==> config.mk <==
export PLATFORM = sky130hd
export DESIGN_NAME = hazard_control_unit_flat
export DESIGN_NICKNAME = d
export VERILOG_FILES = /design/src/rtl/hazard_control_unit_if.sv /design/src/rtl/hazard_control_unit.sv /design/src/flat_wrapper.sv
export SDC_FILE = /design/constraint.sdc
export NUM_CORES = 1
export LEC_CHECK = 0
export BUFFER_PORTS_ARGS = -buffer_cell sky130_fd_sc_hd__buf_2
export CORE_MARGIN = 1.5
export CORE_UTILIZATION = 41
export CTS_CLUSTER_DIAMETER = 150
export DETAILED_ROUTE_END_ITERATION = 7
export PLACE_DENSITY = 0.88
export SYNTH_ARGS = -nofsm -noshare
export SYNTH_HDL_FRONTEND = slang
export SYNTH_SLANG_ARGS = --single-unit
==> constraint.sdc <==
create_clock -name clk -period 2.9 [get_ports clk]
set_input_delay 0.29 -clock clk [delete_from_list [all_inputs] [get_ports clk]]
set_output_delay 0.29 -clock clk [all_outputs]
set_load 0.02 [all_outputs]
==> src/rtl/hazard_control_unit_if.sv <==
// Signal bundle between the hazard control unit and the 3-stage F/D/E-W pipeline.
// The datapath side uses the master modport and the hazard unit uses the slave modport.
interface hazard_control_unit_if;
  logic [2:0] rs1_D;
  logic [2:0] rs2_D;
  logic       use_rs1_D;
  logic       use_rs2_D;
  logic [2:0] rs1_E;
  logic [2:0] rs2_E;
  logic [2:0] rd_E;
  logic       mem_read_E;
  logic [1:0] write_mode_E;
  logic [2:0] rd_W;
  logic [1:0] write_mode_W;
  logic       branch_taken_E;
  logic       io_op_E;
  logic       io_ready;
  logic       stall_F;
  logic       flush_F;
  logic       stall_D;
  logic       flush_D;
  logic       stall_E;
  logic       flush_E;
  logic [1:0] fwd_a_E;
  logic [1:0] fwd_b_E;
  logic       io_timeout;

  modport master (
    output rs1_D, rs2_D, use_rs1_D, use_rs2_D, rs1_E, rs2_E, rd_E,
           mem_read_E, write_mode_E, rd_W, write_mode_W,
           branch_taken_E, io_op_E, io_ready,
    input  stall_F, flush_F, stall_D, flush_D, stall_E, flush_E,
           fwd_a_E, fwd_b_E, io_timeout
  );

  modport slave (
    input  rs1_D, rs2_D, use_rs1_D, use_rs2_D, rs1_E, rs2_E, rd_E,
           mem_read_E, write_mode_E, rd_W, write_mode_W,
           branch_taken_E, io_op_E, io_ready,
    output stall_F, flush_F, stall_D, flush_D, stall_E, flush_E,
           fwd_a_E, fwd_b_E, io_timeout
  );
endinterface

==> src/rtl/hazard_control_unit.sv <==
// Stall/flush and W->E forwarding control for the 3-stage F/D/E-W pipeline.
// Handles multi-cycle load-use bubbles, taken-branch flushes and I/O wait with timeout.
module hazard_control_unit #(
  parameter int MEM_LAT    = 1,
  parameter int IO_TIMEOUT = 15
) (
  input logic                  clk,
  input logic                  reset,
  hazard_control_unit_if.slave hz
);

  localparam int LD_W = $clog2(MEM_LAT + 1);
  localparam int IO_W = $clog2(IO_TIMEOUT + 1);
  localparam logic [LD_W-1:0] LD_LAST = LD_W'(MEM_LAT - 1);
  localparam logic [IO_W-1:0] IO_MAX  = IO_W'(IO_TIMEOUT);

  typedef enum logic [1:0] {
    RUN      = 2'd0,
    LD_STALL = 2'd1,
    IO_WAIT  = 2'd2
  } state_e;

  state_e          state_q, state_d;
  logic [LD_W-1:0] ld_cnt_q, ld_cnt_d;
  logic [IO_W-1:0] io_cnt_q, io_cnt_d;

  logic       load_use;
  logic       stall_f, flush_f, stall_d, flush_d, flush_e, io_to;
  logic [2:0] rd_w_next;
  logic [1:0] fwd_a, fwd_b;

  assign load_use = hz.mem_read_E && (hz.write_mode_E != 2'b00) &&
                    ((hz.use_rs1_D && (hz.rd_E == hz.rs1_D)) ||
                     (hz.use_rs2_D && (hz.rd_E == hz.rs2_D)));

  always_comb begin
    state_d  = state_q;
    ld_cnt_d = ld_cnt_q;
    io_cnt_d = io_cnt_q;
    stall_f  = 1'b0;
    flush_f  = 1'b0;
    stall_d  = 1'b0;
    flush_d  = 1'b0;
    flush_e  = 1'b0;
    io_to    = 1'b0;
    case (state_q)
      RUN: begin
        if (hz.io_op_E && !hz.io_ready) begin
          stall_f  = 1'b1;
          stall_d  = 1'b1;
          flush_e  = 1'b1;
          io_cnt_d = IO_W'(1);
          // A one-cycle budget is exhausted by this first stall, so time out here.
          if (IO_TIMEOUT == 1) begin
            io_to    = 1'b1;
            io_cnt_d = '0;
          end else begin
            state_d = IO_WAIT;
          end
        end else if (hz.branch_taken_E) begin
          flush_f = 1'b1;
          flush_d = 1'b1;
        end else if (load_use) begin
          stall_f = 1'b1;
          flush_d = 1'b1;
          if (MEM_LAT > 1) begin
            ld_cnt_d = LD_W'(1);
            state_d  = LD_STALL;
          end
        end
      end
      LD_STALL: begin
        if (hz.branch_taken_E) begin
          flush_f  = 1'b1;
          flush_d  = 1'b1;
          ld_cnt_d = '0;
          state_d  = RUN;
        end else begin
          stall_f  = 1'b1;
          flush_d  = 1'b1;
          ld_cnt_d = ld_cnt_q + 1'b1;
          if (ld_cnt_q == LD_LAST) begin
            ld_cnt_d = '0;
            state_d  = RUN;
          end
        end
      end
      IO_WAIT: begin
        if (hz.io_ready) begin
          io_cnt_d = '0;
          state_d  = RUN;
        end else if (io_cnt_q < IO_MAX) begin
          stall_f  = 1'b1;
          stall_d  = 1'b1;
          flush_e  = 1'b1;
          io_cnt_d = io_cnt_q + 1'b1;
        end else begin
          io_to    = 1'b1;
          io_cnt_d = '0;
          state_d  = RUN;
        end
      end
      default: begin
        state_d  = RUN;
        ld_cnt_d = '0;
        io_cnt_d = '0;
      end
    endcase
  end

  // Mode 10 writes a register pair, so rd_W+1 (wrapping 7->0) also carries fresh data.
  assign rd_w_next = hz.rd_W + 3'd1;

  always_comb begin
    fwd_a = 2'b00;
    fwd_b = 2'b00;
    if ((hz.write_mode_W != 2'b00) && (hz.rd_W == hz.rs1_E)) begin
      fwd_a = 2'b01;
    end else if ((hz.write_mode_W == 2'b10) && (rd_w_next == hz.rs1_E)) begin
      fwd_a = 2'b10;
    end
    if ((hz.write_mode_W != 2'b00) && (hz.rd_W == hz.rs2_E)) begin
      fwd_b = 2'b01;
    end else if ((hz.write_mode_W == 2'b10) && (rd_w_next == hz.rs2_E)) begin
      fwd_b = 2'b10;
    end
  end

  always_ff @(posedge clk or posedge reset) begin
    if (reset) begin
      state_q  <= RUN;
      ld_cnt_q <= '0;
      io_cnt_q <= '0;
    end else begin
      state_q  <= state_d;
      ld_cnt_q <= ld_cnt_d;
      io_cnt_q <= io_cnt_d;
    end
  end

  // Every output is forced low while reset is held, independent of the inputs.
  assign hz.stall_F    = stall_f & ~reset;
  assign hz.flush_F    = flush_f & ~reset;
  assign hz.stall_D    = stall_d & ~reset;
  assign hz.flush_D    = flush_d & ~reset;
  assign hz.stall_E    = 1'b0;
  assign hz.flush_E    = flush_e & ~reset;
  assign hz.fwd_a_E    = reset ? 2'b00 : fwd_a;
  assign hz.fwd_b_E    = reset ? 2'b00 : fwd_b;
  assign hz.io_timeout = io_to & ~reset;

endmodule

==> src/flat_wrapper.sv <==
// flat-port wrapper written by rule: the top's interface ports become plain ports
module hazard_control_unit_flat 
#(
  parameter int MEM_LAT    = 1,
  parameter int IO_TIMEOUT = 15
)
  (clk, reset, hz_rs1_D, hz_rs2_D, hz_use_rs1_D, hz_use_rs2_D, hz_rs1_E, hz_rs2_E, hz_rd_E, hz_mem_read_E, hz_write_mode_E, hz_rd_W, hz_write_mode_W, hz_branch_taken_E, hz_io_op_E, hz_io_ready, hz_stall_F, hz_flush_F, hz_stall_D, hz_flush_D, hz_stall_E, hz_flush_E, hz_fwd_a_E, hz_fwd_b_E, hz_io_timeout);
  hazard_control_unit_if hz_i ();
  input logic clk;
  input logic reset;
  input wire logic [$bits(hz_i.rs1_D)-1:0] hz_rs1_D;
  input wire logic [$bits(hz_i.rs2_D)-1:0] hz_rs2_D;
  input wire logic [$bits(hz_i.use_rs1_D)-1:0] hz_use_rs1_D;
  input wire logic [$bits(hz_i.use_rs2_D)-1:0] hz_use_rs2_D;
  input wire logic [$bits(hz_i.rs1_E)-1:0] hz_rs1_E;
  input wire logic [$bits(hz_i.rs2_E)-1:0] hz_rs2_E;
  input wire logic [$bits(hz_i.rd_E)-1:0] hz_rd_E;
  input wire logic [$bits(hz_i.mem_read_E)-1:0] hz_mem_read_E;
  input wire logic [$bits(hz_i.write_mode_E)-1:0] hz_write_mode_E;
  input wire logic [$bits(hz_i.rd_W)-1:0] hz_rd_W;
  input wire logic [$bits(hz_i.write_mode_W)-1:0] hz_write_mode_W;
  input wire logic [$bits(hz_i.branch_taken_E)-1:0] hz_branch_taken_E;
  input wire logic [$bits(hz_i.io_op_E)-1:0] hz_io_op_E;
  input wire logic [$bits(hz_i.io_ready)-1:0] hz_io_ready;
  output wire logic [$bits(hz_i.stall_F)-1:0] hz_stall_F;
  output wire logic [$bits(hz_i.flush_F)-1:0] hz_flush_F;
  output wire logic [$bits(hz_i.stall_D)-1:0] hz_stall_D;
  output wire logic [$bits(hz_i.flush_D)-1:0] hz_flush_D;
  output wire logic [$bits(hz_i.stall_E)-1:0] hz_stall_E;
  output wire logic [$bits(hz_i.flush_E)-1:0] hz_flush_E;
  output wire logic [$bits(hz_i.fwd_a_E)-1:0] hz_fwd_a_E;
  output wire logic [$bits(hz_i.fwd_b_E)-1:0] hz_fwd_b_E;
  output wire logic [$bits(hz_i.io_timeout)-1:0] hz_io_timeout;
  assign hz_i.rs1_D = hz_rs1_D;
  assign hz_i.rs2_D = hz_rs2_D;
  assign hz_i.use_rs1_D = hz_use_rs1_D;
  assign hz_i.use_rs2_D = hz_use_rs2_D;
  assign hz_i.rs1_E = hz_rs1_E;
  assign hz_i.rs2_E = hz_rs2_E;
  assign hz_i.rd_E = hz_rd_E;
  assign hz_i.mem_read_E = hz_mem_read_E;
  assign hz_i.write_mode_E = hz_write_mode_E;
  assign hz_i.rd_W = hz_rd_W;
  assign hz_i.write_mode_W = hz_write_mode_W;
  assign hz_i.branch_taken_E = hz_branch_taken_E;
  assign hz_i.io_op_E = hz_io_op_E;
  assign hz_i.io_ready = hz_io_ready;
  assign hz_stall_F = hz_i.stall_F;
  assign hz_flush_F = hz_i.flush_F;
  assign hz_stall_D = hz_i.stall_D;
  assign hz_flush_D = hz_i.flush_D;
  assign hz_stall_E = hz_i.stall_E;
  assign hz_flush_E = hz_i.flush_E;
  assign hz_fwd_a_E = hz_i.fwd_a_E;
  assign hz_fwd_b_E = hz_i.fwd_b_E;
  assign hz_io_timeout = hz_i.io_timeout;
  hazard_control_unit #(.MEM_LAT(MEM_LAT), .IO_TIMEOUT(IO_TIMEOUT)) u_core (.clk(clk), .reset(reset), .hz(hz_i));
endmodule
Yosys cells after proc, flatten, opt, wreduce, memory -nomap -nowiden:

Index checks and enable logic that the tools add are counted.

* reductions and logical operators: 17
* $lt $le $gt $ge: 1
* bitwise logic cells: 7
* $add $sub $neg: 3
* equality and inequality tests: 12
* muxes and demuxes: 37

Operator list (number)
* 2-bit 2-to-1 mux: 11
* 3-bit equality test: 6
* 1-bit 2-to-1 mux: 16
* 4-bit 2-to-1 mux: 3
* 4-bit case mux with 3 select lines: 1
* 1-bit logical AND: 9
* 1-bit case mux with 2 select lines: 4
* 3-bit != test, second input constant: 2
* 2-bit case mux with 3 select lines: 1
* 1-bit bitwise AND: 5
* 4-bit by 1-bit adder with 4-bit output, second input constant: 1
* 2-bit equality test, second input constant: 2
* 4-bit < comparator, second input constant: 1
* 2-bit nonzero test: 2
* 3-bit by 1-bit adder with 3-bit output, second input constant: 1
* 1-bit case mux with 3 select lines: 1
* 3-bit AND reduction: 1
* 2-bit by 1-bit equality test with 1-bit output, second input constant: 1
* 2-bit logical NOT: 1
* 2-bit by 1-bit != test with 1-bit output, second input constant: 1
* 1-bit NOT: 2
* 2-bit AND reduction: 1
* 2-bit OR reduction: 1
* 1-bit adder, second input constant: 1
* 2 further kinds: 2

* bits of input ports: 30
* output and inout bits: 11
* register bits: 7
* word-level logic and storage cells: 80

Longest topological paths before layout:

Gate-level depths: netlist of run 1.

* depth in word-level cells: 9
* gate-level depth with buffers: 6
* gate-level depth less buffers: 5

Least setup slack after synthesis of run 1:

Ideal clock, no wire load.

* kind: reg2out
* start point: reg u_core.io_cnt_q[0]
* end point: out hz_stall_D
* cell stages (with the launch flop): 7
* slack: 1.047 ns
* required time: 2.610 ns
* path buffers: 1
* arrival time: 1.563 ns
* cells stage by stage: dfrtp_1 -> ha_1 -> and3_1 -> o21ai_0 -> nand2_1 -> nor2_1 -> buf_4

* cells in the longest elaborated chain, start to end: 5

RTL lines
* from (decl): line hazard_control_unit.sv:25 `logic [IO_W-1:0] io_cnt_q, io_cnt_d;`
* from (signal assigned): line hazard_control_unit.sv:137 `io_cnt_q <= io_cnt_d;`
* 4-bit < comparator: line hazard_control_unit.sv:92 `end else if (io_cnt_q < IO_MAX) begin`
* 1-bit 2-to-1 mux (2 in a row)
* 1-bit case mux with 2 select lines
* 1-bit bitwise AND
* to (decl): line flat_wrapper.sv:27 `output wire logic [$bits(hz_i.stall_D)-1:0] hz_stall_D;`

Every way passes these cells.

Final worst setup path of run 1:

* start point: in reset
* end point: out hz_fwd_b_E[0]

* cells in the longest elaborated chain, start to end: 1

RTL lines
* from (decl): line flat_wrapper.sv:10 `input logic reset;`
* 2-bit 2-to-1 mux: line hazard_control_unit.sv:149 `assign hz.fwd_b_E = reset ? 2'b00 : fwd_b;`
* to (decl): line flat_wrapper.sv:32 `output wire logic [$bits(hz_i.fwd_b_E)-1:0] hz_fwd_b_E;`

Every way passes these cells.

==> impl_metrics.toml, run 1 <==
[status]
status = "finished, final reports clean"

[hold_path]
holdPathStages = 3
hold_class = "primary input to flip-flop"

[grt]
antenna_found_initial = 0
grt_use_total_pct = 17.0
grt_pass1_wl_mm = 1.75
grt_pass1_vias = 500
grt_max_degree = 10
grt_overflow = 0

[place]
gp_congestion = 0.670
dp_hpwl_mm = 1.12
io_buffers = 39
placed_cell_area_um2 = 738

[layout]
fin_area_um2 = 774
fill_cells = 101
nets = 140
final_core_util_pct = 66.1
post_route_cells_drive_above_1_share_pct = 42.1
areaGrowthSynthToFinish_pct = 43.3
diodes = 0

[timing]
min_period_ns = 2.15
slew_viol_final = 0
hold_viol_final = 0
clock_skew_ns = 0.000474
fin_crit_sh_pct = 74.2
max_freq_ghz = 0.465
rsz0062_at_grt = "no"
fin_tns_setup_ns = 0
finalSetupViolCount = 0

[logic_synthesis]
syn_avg_cell_area_um2 = 8.32
yosys-top-cells-count = "xnor2_1, xor2_1, nand2_1, o21ai_0, dfrtp_1"
yosysTopAreaCellShare_pct = 23.1
synth_warnings = 0
yosysMostFrequentCell = "xnor2_1"
synth.distinct_cells = 23
yosys_register_bits = 5
async_reset_ff_share_pct = 100
netlist_area_um2 = 541
yosys_most_used_dff = "dfrtp_1"
ys_seq_area_share_pct = 23.1
syn-instance-count = 65
synth_enable_flop_cells = 0
syn-num-nets = 97
synthTopCellsByArea = "dfrtp_1, xnor2_1, xor2_1, o21ai_0, ha_1"
yosysTopAreaCell = "dfrtp_1"

[worst_setup_path]
endpoint_kind = "output port"
worstPathArrival_ns = 1.86
reg2reg_slack_ns = 1.66
required_ns = 2.61
criticalPathCategory = "primary input to output port"
cp-start-kind = "primary input"
rr_worst_depth = 3
path_max_fanout = 9

[die]
die_h_um = 39.3
die_w_um = 39.3
start_util_pct = 46.2
io_pins = 41
coreArea_um2 = 1170
die_area_um2 = 1550
rows = 12

[detailed_routing]
drc = 0
vias = 623
dr.pass1.iters = 4
drtIter0Drc = 5
vias_per_cell = 5.15
post_drt_wl_per_cell_um = 10.7
wirelength_mm = 1.29
ant_nets = 0

[clock_tree]
numCtsBuffers = 3
cts_sinks = 5
cts-root-buf = "clkbuf_4"
clock_latency_ns = 0.24
cts.reportedPaths.clkPinSlew_ns = 0.04
h-tree-depth = 1
cts_tree = "yes"
cts.path.max_buffers = 2

[pwr]
power_density_nw_per_um2 = 334
total_power_w = 0.000258
vdd_drop_max_mv = 0.173
power.leakage_nw = 0.395

[job]
cap_violations = 0
==> repair_timing <==
| item | CTS | global route |
|---|---|---|
| gates resized for setup | 0 | 0 |
| buffers inserted | 0 | 0 |
| hold endpoints to repair | 5 | 0 |
| hold buffers | 1 | 0 |
==> metrics by stage <==
| stage | setup WS, ns | hold WS [ns] | instances |
|---|---|---|---|
| 2_1_floorplan | 1.05 | 0.0960 | 65 |
| 3_5_place_dp | 1.22 | 0.244 | 116 |
| 5_1_grt | 0.569 | 0.425 | 121 |
| 3_3_place_gp | 1.20 | 0.242 | 116 |
| 4_1_cts | 0.729 | 0.432 | 121 |
| 6_report | 0.748 | 0.430 | 121 |
==> cell type report <==
cell class / instances / area (um2) / share of cell area [%]
clock buffer: 4 / 26.3 / 3.39
inverter: 3 / 11.3 / 1.45
multi-input combinational: 55 / 389 / 50.2
sequential: 5 / 125 / 16.2
tap: 14 / 17.5 / 2.26
timing repair buffer: 40 / 205 / 26.5
==> sequential cells by signal, summed over array words and instances, names as in the netlist <==
name             count
u_core.io_cnt_q      4
u_core.state_q       1
==> cell families after synthesis <==
| group | synth area share (%) |
|---|---|
| XOR/XNOR | 30.8 |
| multiplexers | 1.85 |
| other | 0.694 |
| flip-flops | 23.1 |
| adder cells (fa/ha/maj) | 4.63 |
| AND/OR/NAND/NOR | 16.7 |
| AO/OA/AOI/OAI | 17.4 |
| buffers and inverters | 4.86 |
==> where the power goes <==
group / internal, W / switching [W]
Clock: 0.0000519 / 0.0000265
Combinational: 0.0000478 / 0.0000492
Sequential: 0.0000763 / 0.00000678
==> path summary, 6_finish.rpt <==
path                                           startpoint                             end
hold / removal                                 hz_io_op_E   u_core.state_q[1]$_DFFE_PP0P_
setup reg to reg           u_core.io_cnt_q[0]$_DFFE_PP0P_  u_core.io_cnt_q[3]$_DFFE_PP0P_
hold reg to reg            u_core.io_cnt_q[0]$_DFFE_PP0P_  u_core.io_cnt_q[0]$_DFFE_PP0P_
min in group asynchronous                           reset  u_core.io_cnt_q[2]$_DFFE_PP0P_
max in group asynchronous                           reset   u_core.state_q[1]$_DFFE_PP0P_
setup / recovery                                    reset                   hz_fwd_b_E[0]
==> critical path: stages <==
cell and delay (ns):
dlygate4sd3_1 0.54, buf_2 0.13, inv_1 0.20, o21ai_0 0.18, nor4_1 0.30, buf_2 0.21
==> per-layer routing <==
metal	track usage, %	wire (um)	share of wire [%]	vias to the layer above
li1	-	-	-	311
met1	16.8	473	37	292
met2	31.7	730	57	18
met3	5.11	74	5.7	2
met4	7.76	11	0.85	0
met5	0	0	0	-
==> placed cells by master, fill, tap and decap left out, drive strengths merged <==
| cell type | instances |
|---|---|
| nor2 | 2 |
| buf | 39 |
| and3 | 2 |
| mux2i | 1 |
| a31o | 1 |
| dfrtp | 5 |
| a32o | 1 |
| a21oi | 4 |
| inv | 3 |
| ha | 2 |
| xnor2 | 12 |
| xor2 | 7 |
| clkbuf | 4 |
| o32ai | 1 |
| nor3b | 1 |
| nand2 | 6 |
| nand4 | 2 |
| nor4 | 2 |
| conb | 1 |
| nand3 | 1 |
| a211o | 1 |
| dlygate4sd3 | 1 |
| o21ai | 6 |
| nor3 | 2 |
Note: power is estimated with default switching activity, not from simulation.
==> inputs of run 2 (changes only) <==
- ABC_AREA: default -> 1
- CORE_UTILIZATION: 41 -> 37
- PLACE_DENSITY: 0.88 -> 0.8
- clock period: 2.9 -> 1.9 ns (I/O delays scaled with it)
==> impl_metrics.toml, run 2 <==
[hold_path]
hold_class = "primary input to flip-flop"
holdPathStages = 3

[die]
coreArea_um2 = 1580
start_util_pct = 41.3
die_w_um = 44.9
io_pins = 41
die_h_um = 44.9
die_area_um2 = 2020
rows = 14

[layout]
max_flop_register = "u_core.io_cnt_q"
seqCellArea_um2 = 125
nets = 178
final_common_cell = "buf_2"
reg.largest.list = "u_core.io_cnt_q x4, u_core.state_q x1"
instances_no_fill = 161
fill_cells = 157
areaGrowthSynthToFinish_pct = 36.3
final_cell_mix = "buf_2, nand2_1, inv_1"
multiInputGateArea_um2 = 447
post_route_cells_drive_above_1_share_pct = 37.9
diodes = 0
largest_reg_flops = 4

[clock_tree]
h-tree-depth = 1
clock_latency_ns = 0.25
numCtsBuffers = 3
cts.path.max_buffers = 2
post_cts_buffers = 0
cts.reportedPaths.clkPinSlew_ns = 0.05
cts_hold_buf = 1
cts-root-buf = "clkbuf_4"
cts-resized-gates = 0
cts_tree = "yes"
cts_sinks = 5

[worst_setup_path]
crit_cells = 8
cpPeakStageDelay_ns = 0.53
path_delay_family = "buffers and inverters"
crit_chain = "dlygate4sd3_1 > buf_2 > inv_2 > nand2_1 > nor2_1 > nand3_1 > nor2_1 > buf_2"
rr_worst_depth = 2
worstPathArrival_ns = 1.62
required_ns = 1.71
crit_slowest_cell = "dlygate4sd3_1"
crit_buf_inv = 4
cp-start-kind = "primary input"
path_max_fanout = 9
criticalPathCategory = "primary input to output port"
endpoint_kind = "output port"

[job]
cap_violations = 0

[grt]
antenna_found_initial = 0
grt_pass1_vias = 682
grt_use_total_pct = 17.2
grt_max_degree = 10
grt_overflow = 0
grt_pass1_wl_mm = 2.57

[timing]
finalSetupViolCount = 0
fin_crit_sh_pct = 95.0
rsz0062_at_grt = "no"
hold_slack_ns = 0.231
fin_ws_ns = 0.0944
hold_viol_final = 0
fin_tns_setup_ns = 0
max_freq_ghz = 0.554
min_period_ns = 1.81
clock_skew_ns = 0.00680
slew_viol_final = 0

[logic_synthesis]
muxShareOfSynthArea_pct = 0
yosysMostFrequentCell = "nand2_1"
synthSimpleGateAreaFrac_pct = 39.4
yosys_most_used_dff = "dfrtp_1"
synth_fa_ha_area_share_pct = 3.85
yosysTopAreaCell = "dfrtp_1"
syn-instance-count = 103
synth_enable_flop_cells = 0
synthTopCellsByArea = "dfrtp_1, nand2_1, inv_1, xnor2_1, xor2_1"
synth_compound_area_share_pct = 8.85
syn-num-nets = 135
yosysTopAreaCellShare_pct = 19.2
netlist_area_um2 = 651
yosys_register_bits = 5
syn_avg_cell_area_um2 = 6.32
async_reset_ff_share_pct = 100
synth.distinct_cells = 25
synth_top_family_by_area = "simple AND/OR/NAND/NOR gates"
synth_warnings = 0
synthXorXnorAreaFrac_pct = 16.0
yosys-top-cells-count = "nand2_1, inv_1, nor2_1"
ys_seq_area_share_pct = 19.2

[pwr]
seqPwrFrac_pct = 30.7
power_density_nw_per_um2 = 528
vdd_drop_max_mv = 0.376
switchingPower_w = 0.000175
power.leakage_nw = 0.541
total_power_w = 0.000468
p_int_w = 0.000293
p_clk_share_pct = 27.3
p_comb_share_pct = 42.1
swShare_pct = 37.4

[place]
gp_congestion = 0.919
placedCellCount = 156
dp_slack_ns = 0.442
io_buffers = 39
dp_hpwl_mm = 1.37

[detailed_routing]
ant_nets = 0
drc = 0
vias_per_cell = 4.69
dr.pass1.iters = 4
post_drt_wl_per_cell_um = 9.82
vias = 755
wirelength_mm = 1.58
drtIter0Drc = 10

[status]
status = "finished, final reports clean"
-- run 2: logic make-up after synthesis --
group / after synthesis
flops: 5
xor+xnor: 11
simple gates: 57
buf+inv: 19
fa+ha+maj: 2
other cells: 1
compound gates: 8
-- run 2: path summary, 6_finish.rpt --
check	startpoint	to	slack (ns)
setup / recovery	reset	hz_fwd_a_E[1]	0.09
min in group asynchronous	reset	u_core.io_cnt_q[0]$_DFFE_PP0P_	0.41
setup reg to reg	u_core.io_cnt_q[0]$_DFFE_PP0P_	u_core.io_cnt_q[1]$_DFFE_PP0P_	0.85
hold / removal	hz_io_op_E	u_core.state_q[1]$_DFFE_PP0P_	0.23
hold reg to reg	u_core.io_cnt_q[1]$_DFFE_PP0P_	u_core.io_cnt_q[1]$_DFFE_PP0P_	0.54
max in group asynchronous	reset	u_core.io_cnt_q[1]$_DFFE_PP0P_	1.32
-- run 2: routing by layer --
metal / GRT usage (%) / vias to the layer above / part of all wire [%]
met5: 0 / - / 0
met4: 6.47 / 0 / 2.0
met3: 4.80 / 5 / 4.7
met2: 29.1 / 26 / 50
met1: 20.6 / 327 / 43
li1: - / 397 / -
-- run 2: metrics by stage --
step	area [um2]	utilization, %
final	887	56.3
after global routing	887	56.3
after CTS	887	56.3
after detailed placement	851	54.0
after global placement	851	54.0
after floorplan	651	-
-- run 2: worst reg2reg max path, stage by stage (launching register included) --
cell     delay (ns)
dfrtp_1        0.41
ha_1           0.31
a22o_1         0.22
-- run 2: power by group through the flow --
stage	combinational (W)	clock, W	sequential (W)
final	0.000197	0.000128	0.000144
after global routing	0.000222	0.000142	0.000146
after CTS	0.000199	0.000134	0.000143
after detailed placement	0.000196	0	0.000144
after global placement	0.000187	0	0.000143
after floorplan	0.000131	0	0.000141
-- run 2: layout make-up --
type	count	share of cell area, %
Timing Repair Buffer	40	23.1
Tap cell	16	2.26
Clock buffer	4	2.96
Multi-Input combinational cell	79	50.4
Sequential cell	5	14.1
Inverter	17	7.19
==> inputs of run 3 (changes only) <==
- BUFFER_PORTS_ARGS: -buffer_cell sky130_fd_sc_hd__buf_2 -> default
- CORE_AREA: default -> 2 2 39 41
- CORE_MARGIN: 1.5 -> default
- CORE_UTILIZATION: 37 -> default
- DIE_AREA: default -> 0 0 41 43
- DONT_BUFFER_PORTS: default -> 1
- PLACE_DENSITY: 0.8 -> 0.72
==> impl_metrics.toml, run 3 (synthesized netlist as in run 2, its figures left out) <==
[layout]
final_core_util_pct = 51.1
largest_reg_flops = 4
areaGrowthSynthToFinish_pct = 8.65
post_route_cells_drive_above_1_share_pct = 16.7
final_cell_mix = "nand2_1, inv_1, nor2_1"
diodes = 0
final_common_cell = "nand2_1"
nets = 141
fill_cells = 146
fin_area_um2 = 707
instances_no_fill = 124
reg.largest.list = "u_core.io_cnt_q x4, u_core.state_q x1"
max_flop_register = "u_core.io_cnt_q"

[clock_tree]
cts_tree = "yes"
post_cts_buffers = 0
cts-root-buf = "clkbuf_4"
cts_sinks = 5
cts-resized-gates = 0
cts.reportedPaths.clkPinSlew_ns = 0.04
cts.path.max_buffers = 2
numCtsBuffers = 3
clock_latency_ns = 0.24
h-tree-depth = 1

[detailed_routing]
vias_per_cell = 4.94
vias = 612
post_drt_wl_per_cell_um = 10.5
drc = 0
dr.pass1.iters = 4
drtIter0Drc = 7
wirelength_mm = 1.30
ant_nets = 0

[timing]
clock_skew_ns = 0.00422
hold_viol_final = 0
fin_crit_sh_pct = 91.8
finalSetupViolCount = 0
slew_viol_final = 0
worst_pin_slew_ns = 0.558
max_freq_ghz = 0.573
fin_tns_setup_ns = 0
min_period_ns = 1.74
rsz0062_at_grt = "no"
max_slew_margin_pct = 62.5

[status]
status = "finished, final reports clean"

[pwr]
vdd_drop_max_mv = 0.548
power.leakage_nw = 0.385
power_density_nw_per_um2 = 585

[die]
io_pins = 41
die_h_um = 43
coreArea_um2 = 1380
rows = 14
die_w_um = 41
die_area_um2 = 1760
start_util_pct = 47.0

[worst_setup_path]
crit_buf_inv = 2
cp-start-kind = "primary input"
path_delay_family = "buffers and inverters"
crit_chain = "dlygate4sd3_1 > inv_2 > o21ai_2 > nor4_2"
required_ns = 1.71
critPathLaunch = "reset"
reg2reg_from = "u_core.io_cnt_q[0]$_DFFE_PP0P_"
crit_slowest_cell = "dlygate4sd3_1"
path_max_fanout = 9
criticalPathCategory = "primary input to output port"
endpoint_kind = "output port"
cpPeakStageDelay_ns = 0.55
worstPathArrival_ns = 1.55

[hold_path]
hold_start = "hz_io_op_E"
hold_class = "primary input to flip-flop"

[place]
placed_cell_area_um2 = 671
placedCellCount = 119
io_buffers = 0
dp_hpwl_mm = 1.14
gp_congestion = 0.882

[grt]
grt_overflow = 0
grt_pass1_vias = 558
grt_use_total_pct = 16.1
grt_pass1_wl_mm = 2.03
antenna_found_initial = 0
grt_max_degree = 10

[job]
cap_violations = 0
## run 3: cell count changes in the layout (fill, tap and decap cells not counted)
| cell | delta |
|---|---|
| buf_4 | +2 |
| buf_2 | -39 |
## run 3: cell type report
cell class | instances | area, um2 | share of cell area, %
repair buffers | 3 | 25.0 | 3.54
clock buffers | 4 | 26.3 | 3.72
flip-flops and latches | 5 | 125 | 17.7
well taps | 16 | 20.0 | 2.83
inverters | 17 | 63.8 | 9.03
multi-input cells | 79 | 447 | 63.2
## run 3: per-layer routing
metal / vias up / wire (um) / global-route usage, %
li1: 325 / - / -
met3: 0 / 87 / 4.71
met4: 0 / 0 / 2.00
met1: 265 / 560 / 20.1
met5: - / 0 / 0
met2: 22 / 651 / 26.9
## run 3: stage by stage
step / hold WS [ns] / setup WS (ns) / total power (W)
after detailed placement: -0.0116 / 0.450 / 0.000292
after floorplan: -0.0327 / 0.488 / 0.000271
after CTS: 0.139 / 0.145 / 0.000416
after global routing: 0.145 / 0.0464 / 0.000448
after global placement: -0.0131 / 0.512 / 0.000286
final: 0.137 / 0.155 / 0.000413
## run 3: final timing paths
path,to,depth (start not counted),slack [ns]
worst max-delay path,hz_fwd_b_E[0],4,0.16
max in group asynchronous,u_core.io_cnt_q[1]$_DFFE_PP0P_,2,1.42
worst min register to register,u_core.io_cnt_q[0]$_DFFE_PP0P_,1,0.54
min in group asynchronous,u_core.state_q[1]$_DFFE_PP0P_,2,0.31
worst min-delay path,u_core.state_q[1]$_DFFE_PP0P_,2,0.14
worst max register to register,u_core.io_cnt_q[1]$_DFFE_PP0P_,2,0.86
## run 3: timing repair
item / 4_1_cts / 5_1_grt
hold buffers: 1 / 0
setup endpoints to repair: 0 / 0
endpoints found under the hold margin: 5 / 0
## run 3: report_power, final
group	switching, W	internal (W)	leakage (nW)	total (W)
clock	0.0000416	0.0000793	0.0150	0.000121
combinational	0.0000842	0.0000636	0.305	0.000148
sequential	0.0000203	0.000125	0.0647	0.000145
